File: src/rtl/bcp_clause_scheduler.sv
// bcp_clause_scheduler: issues one BCP pass of clause reads, queues implications, stops on first conflict
module bcp_clause_scheduler #(
  parameter int NUM_CLAUSES = 1023,
  parameter int ADDR_W      = 10,
  parameter int VAR_W       = 9,
  parameter int IMPL_DEPTH  = 8
) (
  input  logic              clk,
  input  logic              rst_n,
  input  logic              start,
  output logic              busy,
  output logic              done,
  output logic              conflict,
  output logic [ADDR_W-1:0] conflict_clause,
  output logic              clause_rd_en,
  output logic [ADDR_W-1:0] clause_rd_addr,
  input  logic              eval_valid,
  input  logic              eval_sat,
  input  logic              eval_open,
  input  logic              eval_unit,
  input  logic [VAR_W-1:0]  eval_var,
  input  logic              eval_val,
  output logic              impl_valid,
  output logic [VAR_W-1:0]  impl_var,
  output logic              impl_val,
  input  logic              impl_ready,
  output logic [ADDR_W-1:0] impl_count
);
  localparam int PW = $clog2(IMPL_DEPTH);
  localparam int CW = PW + 1;
  localparam logic [ADDR_W-1:0] LAST = ADDR_W'(NUM_CLAUSES - 1);
  localparam logic [CW-1:0] DEPTH = CW'(IMPL_DEPTH);
  typedef enum logic [1:0] {IDLE, SCAN, DRAIN, DONE} state_t;
  state_t            r_state, w_next;
  logic [ADDR_W-1:0] r_ptr, r_fl_addr, r_conf_idx, r_impl_cnt;
  logic              r_inflight, r_conflict;
  logic [VAR_W:0]    r_mem [IMPL_DEPTH];
  logic [PW-1:0]     r_wp, r_rp;
  logic [CW-1:0]     r_occ;
  logic              w_active, w_accept, w_issue, w_ev, w_conf, w_push, w_pop;
  always_comb begin
    w_active = (r_state == SCAN) || (r_state == DRAIN);
    w_accept = (r_state == IDLE) && start;
    // the in-flight read reserves a FIFO slot so a push can never overflow
    w_issue  = (r_state == SCAN) && ((r_occ + CW'(r_inflight)) < DEPTH);
    w_ev     = w_active && r_inflight && eval_valid;
    w_conf   = w_ev && !eval_sat && !eval_open;
    w_push   = w_ev && !eval_sat && eval_open && eval_unit;
    w_pop    = (r_occ != '0) && impl_ready;
    w_next   = r_state;
    unique case (r_state)
      IDLE:    w_next = start ? SCAN : IDLE;
      SCAN:    w_next = w_conf ? DONE : (w_issue && r_ptr == LAST) ? DRAIN : SCAN;
      DRAIN:   w_next = w_ev ? DONE : DRAIN;
      default: w_next = IDLE;
    endcase
  end
  always_ff @(posedge clk) begin
    if (!rst_n) begin
      r_state    <= IDLE;
      r_ptr      <= '0;
      r_fl_addr  <= '0;
      r_inflight <= 1'b0;
      r_conflict <= 1'b0;
      r_conf_idx <= '0;
      r_impl_cnt <= '0;
      r_wp       <= '0;
      r_rp       <= '0;
      r_occ      <= '0;
    end else begin
      r_state    <= w_next;
      r_inflight <= w_issue;
      if (w_accept) r_ptr <= '0;
      else if (w_issue) r_ptr <= r_ptr + ADDR_W'(1);
      if (w_issue) r_fl_addr <= r_ptr;
      if (w_accept) begin
        r_conflict <= 1'b0;
        r_conf_idx <= '0;
        r_impl_cnt <= '0;
      end else begin
        if (w_conf) begin
          r_conflict <= 1'b1;
          r_conf_idx <= r_fl_addr;
        end
        if (w_push && r_impl_cnt != '1) r_impl_cnt <= r_impl_cnt + ADDR_W'(1);
      end
      if (w_push) r_wp <= r_wp + PW'(1);
      if (w_pop) r_rp <= r_rp + PW'(1);
      r_occ <= r_occ + CW'(w_push) - CW'(w_pop);
    end
  end
  always_ff @(posedge clk) begin
    if (w_push) r_mem[r_wp] <= {eval_var, eval_val};
  end
  assert property (@(posedge clk) disable iff (!rst_n) !(w_push && !w_pop && r_occ == DEPTH));
  assign busy            = w_active;
  assign done            = (r_state == DONE);
  assign conflict        = r_conflict;
  assign conflict_clause = r_conf_idx;
  assign clause_rd_en    = w_issue;
  assign clause_rd_addr  = r_ptr;
  assign impl_valid      = (r_occ != '0);
  assign {impl_var, impl_val} = r_mem[r_rp];
  assign impl_count      = r_impl_cnt;
endmodule
File: config.mk
export PLATFORM = sky130hd
export DESIGN_NAME = bcp_clause_scheduler
export DESIGN_NICKNAME = d
export VERILOG_FILES = /design/src/rtl/bcp_clause_scheduler.sv
export SDC_FILE = /design/constraint.sdc
export NUM_CORES = 1
export LEC_CHECK = 0
export BUFFER_PORTS_ARGS = -buffer_cell sky130_fd_sc_hd__buf_2
export CAP_MARGIN = 30
export CORE_MARGIN = 5
export CORE_UTILIZATION = 46
export DETAILED_ROUTE_END_ITERATION = 12
export PLACE_DENSITY = 0.67
export SETUP_SLACK_MARGIN = 0.2
export SLEW_MARGIN = 10
export SYNTH_ARGS = -nofsm -noshare
export SYNTH_HDL_FRONTEND = slang
export SYNTH_SLANG_ARGS = --single-unit
File: constraint.sdc
create_clock -name clk -period 3.5 [get_ports clk]
set_input_delay 0.35 -clock clk [delete_from_list [all_inputs] [get_ports clk]]
set_output_delay 0.35 -clock clk [all_outputs]
set_load 0.01 [all_outputs]
Word-level counts from Yosys, hierarchy flattened. Memories as Yosys holds them, arrays and structs flattened. A register that Yosys moved wholly into a read port is not among the register bits. Index checks and enable logic that the tools add are counted.

Equal/unequal tests: 5. Magnitude comparators: 1. Multiplexer cells: 9. Reduce and logical (&&, ||, !) cells: 17. Add/sub/neg operators: 7. Bitwise operators: 1.

Operators by type and width (count): adder 10 x 1 -> 10 bit, second input constant (2); logical AND 1 bit (11); equality test 10 bit, second input constant (1); != test 10 bit, second input constant (1); adder 4 x 1 -> 4 bit (2); adder 3 x 1 -> 3 bit, second input constant (2); 2-to-1 mux 3 bit (2); case mux 2 bit (3 select lines) (1); equality test 2 bit, second input constant (2); less-than comparator 4 bit, second input constant (1); 2-to-1 mux 1 bit (4); 2-to-1 mux 2 bit (2); nonzero test 4 bit (1); subtractor 4 x 1 -> 4 bit (1); equality test 2 x 1 -> 1 bit, second input constant (1); logical NOT 1 bit (2); logical NOT 2 bit (1); OR reduction 2 bit (1); logical OR 1 bit (1); inverter 1 bit (1).

Memories: 1. Input port bits: 18. Output and inout port bits: 45. Logic and storage cells: 51. Bits in writable memories: 80. Flip-flop bits (word level): 54.

Memory list: r_mem (depth 8, width 10, read ports 1, clocked after memory_dff 1, write ports 1, line 37) `logic [VAR_W:0] r_mem [IMPL_DEPTH];`.

Longest topological paths before layout.
Word-level depth: 9. Gate-level depth with buffers: 13. Depth with buffers taken out: 12.

Worst setup path after synthesis. Ideal clock, no wire load.

Path type: register to register. Start: register r_state[1]. End: memory r_mem[2][0] (netlist bit) (enable). Clock period less this slack: 3.054 ns. Path buffers: 1. Setup time: 0.407 ns. Required time: 3.093 ns. Cell stages (with the launch flop): 8. Arrival: 2.647 ns. Setup slack: 0.446 ns. Cell sequence: dfxtp_1 > inv_1 > ha_1 > nand4b_1 > nor2_1 > inv_1 > buf_2 > nor4b_1.

Cells in the longest elaborated chain, start to end: 9. Elaborated cells between the ends (all ways): 10. Classes of those cells: eq/ne: 2; mux: 2; reduce/logical: 6.

RTL lines: from (decl) (line 34) `state_t r_state, w_next;`; from (signal assigned) (line 71) `r_state <= w_next;`; equality test 2 x 1 -> 1 bit / equality test 2 bit (equally long branches) (line 42) `w_active = (r_state == SCAN) || (r_state == DRAIN);`; logical OR 1 bit * (line 42); named net busy (line 11) `output logic busy,`; logical AND 1 bit * (2 in series) (line 46) `w_ev = w_active && r_inflight && eval_valid;`; logical AND 1 bit * (3 in series) (line 48) `w_push = w_ev && !eval_sat && eval_open && eval_unit;`; 2-to-1 mux 1 bit * (line 93) `if (w_push) r_mem[r_wp] <= {eval_var, eval_val};`; 2-to-1 mux 1 bit (not written as such) * (line 93); to (decl) (line 37).

The timed path passes the listed nets; every way through them passes the cells marked *.

Final worst setup path.
Start: register r_state[1]. End: register r_occ[2].

Cells in the longest elaborated chain, start to end: 9. Elaborated cells between the ends (all ways): 10. Classes of those cells: add/sub: 2; eq/ne: 2; reduce/logical: 6.

RTL lines: equality test 2 x 1 -> 1 bit / equality test 2 bit (equally long branches) (line 42); logical OR 1 bit * (line 42); logical AND 1 bit * (2 in series) (line 46); logical AND 1 bit * (3 in series) (line 48); adder 4 x 1 -> 4 bit * (line 89) `r_occ <= r_occ + CW'(w_push) - CW'(w_pop);`; subtractor 4 x 1 -> 4 bit * (line 89); to (signal assigned) (line 89); to (decl) (line 39) `logic [CW-1:0] r_occ;`.

Every way passes the cells marked *; elsewhere a longest branch is shown, timed or not. A chain may end at the register's enable or synchronous reset.

==> results.toml <==
[sta]
finalSetupViolCount = 0
relSlewSlack = 0.450
max_slew.worst_pin.slew_ps = 825
fin_worst_skew_ps = 23.3
tns_ps = 0
period_minus_slack_ps = 3030
hold_viol_final = 0
rsz0062_at_grt = "no"
slew_viol_final = 0
fin_crit_sh = 0.865
clock.fmax_mhz = 330

[logic_synthesis]
syn_nets = 449
syn_area_mm2 = 0.00561
ys_seq_area_frac = 0.632
syn_avg_cell_area_um2 = 13.5
ys_types = 51
yosys-top-cells-count = "edfxtp_1 (80), nand2_1 (60), dfxtp_1 (57)"
ys_seq_elements = 137
synth_largest_area_cell = "edfxtp_1"
yosys_warnings = 0
synth_top_cell_area_share = 0.428
yosysMostFrequentCell = "edfxtp_1"
postSynth.asyncResetShare = 0
synth_flop_cell = "edfxtp_1"
synth_edf_count = 80
synth_area_leaders = "edfxtp_1 (43%), dfxtp_1 (20%), mux4_2 (8.0%)"
syn_inst = 414

[clocking]
cts-root-buf = "clkbuf_16"
cts_sinks = 137
cts_buffer_depth = 2
clk_latency_ps = 420
cts_tree = "built"
cts-buffers-inserted = 17
clk_pin_slew_ps = 60
htree_levels = 4

[routing]
wirelength_um = 11500
viasPerCell = 5.46
num_vias = 3579
routedWlPerCell_um = 17.5
antenna_left = 0
route.detailed.drc = 0
first_iter_violations = 214
dr.pass1.iters = 4

[pwr]
leakagePower_uw = 0.00246
peakVddDrop_v = 0.000309
pwr_density_cell_mw_per_mm2 = 610

[floorplanning]
dieArea_mm2 = 0.0145
io_pins = 63
start_util = 0.469
die_x_um = 120
fp.coreArea_mm2 = 0.0120
rows = 40
die_y_um = 120

[job]
drv_cap = 0

[setup_path]
worst_ep_required_time_ps = 3790
setup.worst_path.end_class = "flip-flop"
r2r_slack_ps = 470
cp.arrival_ps = 3320
crit_type = "reg -> reg"
start_kind = "flip-flop"
crit_fanout = 11

[global_route]
grt.overflow.total = 0
grt_max_degree = 28
grt_pass1_wl_um = 19100
grt_pass1_vias = 3673
antenna_found_initial = 0
grt.total_usage = 0.171

[placement]
gp_congestion = 0.849
dp.cells = 622
dp_hpwl_um = 7680
portBuffers = 62

[final_layout]
fin_nets = 530
syn_to_final_growth_pct = 20.0
fill_cells = 948
antenna_cells = 0
drive_gt1_frac = 0.283
layout.cells.non_filler = 655

[hold_path]
hp-class = "in -> reg"

[status]
outcome = "finished, final reports clean"
## cells by family after synthesis
| family | synth area share |
|---|---|
| adders and majority gates | 0.0393 |
| muxes | 0.100 |
| xor gates and xnor gates | 0.0125 |
| DFF | 0.632 |
| and+or+nand+nor | 0.115 |
| buffers and inverters | 0.0219 |
| AOI/OAI and AO/OA | 0.0794 |
## power by group
part           switching, µW  internal, µW
clock network            609          1030
logic                    325           347
registers               46.8          1750
total                    981          3130
## area by class of cell
cell class / instances / area, µm² / area share
inverters: 11 / 41.3 / 0.00613
clock buffers: 25 / 485 / 0.0721
multi-input cells: 249 / 1960 / 0.292
flip-flops and latches: 137 / 3540 / 0.526
well taps: 147 / 184 / 0.0273
repair buffers: 79 / 445 / 0.0662
clock inverters: 7 / 67.6 / 0.0100
## sequential cells by signal (all words and copies together), names as in the netlist, 3 cells and up, named ones only
name	count
r_rp	3
conflict_clause	10
r_wp	3
r_fl_addr	10
r_mem	80
r_occ	4
clause_rd_addr	10
impl_count	10
## routing by layer
layer | track usage | vias up | share of wire
met5 | 0 | - | 0
met4 | 0.0581 | 0 | 0.0040
met3 | 0.0458 | 2 | 0.040
met2 | 0.276 | 78 | 0.50
met1 | 0.224 | 1777 | 0.45
li1 | - | 1722 | -
## critical path, cell delays in order, from the launching register on
cell and delay (ps):
dfxtp_1 420, inv_1 110, ha_1 340, nand4b_1 230, nor2_2 300, inv_1 240, ha_1 340, inv_1 40
ha_1 190, fa_1 380, xor2_1 150, and2_1 150
## layout by cell type, fill, tap and decap left out, drive strengths merged, types with 11 or more instances in the layout
cell / instances
edfxtp: 80
buf: 79
nand2: 60
dfxtp: 57
clkbuf: 25
a21oi: 22
mux4: 20
ha: 16
a21boi: 13
nor2: 13
inv: 12
and2: 11
## final timing paths
check,start,endpoint,cells past startpoint
worst min register to register,r_fl_addr[9]$_SDFFE_PN0P_,conflict_clause[9]$_SDFFE_PP0N_,2
worst max-delay path,r_state[1]$_SDFF_PN0_,r_occ[2]$_SDFF_PN0_,11
worst max register to register,r_state[1]$_SDFF_PN0_,r_occ[2]$_SDFF_PN0_,11
worst min-delay path,eval_var[8],r_mem[0][9]$_DFFE_PP_,1
## metrics by stage
step	setup slack, ps	hold WS, ps	instance area (µm²)	total power, µW	util
2_1_floorplan	446	431	5610	2320	-
3_3_place_gp	578	443	6150	2480	0.514
3_5_place_dp	397	447	6170	2510	0.516
4_1_cts	371	192	6720	4150	0.562
5_1_grt	275	201	6730	4310	0.563
6_report	474	184	6730	4110	0.563
## timing repair
item,in CTS,in global routing
endpoints found under the hold margin,0,0
setup endpoints to repair,0,2
buffers inserted,0,0
hold buffers,0,0
gates resized for setup,0,1
No activity file was read; power rests on OpenSTA's default activity.
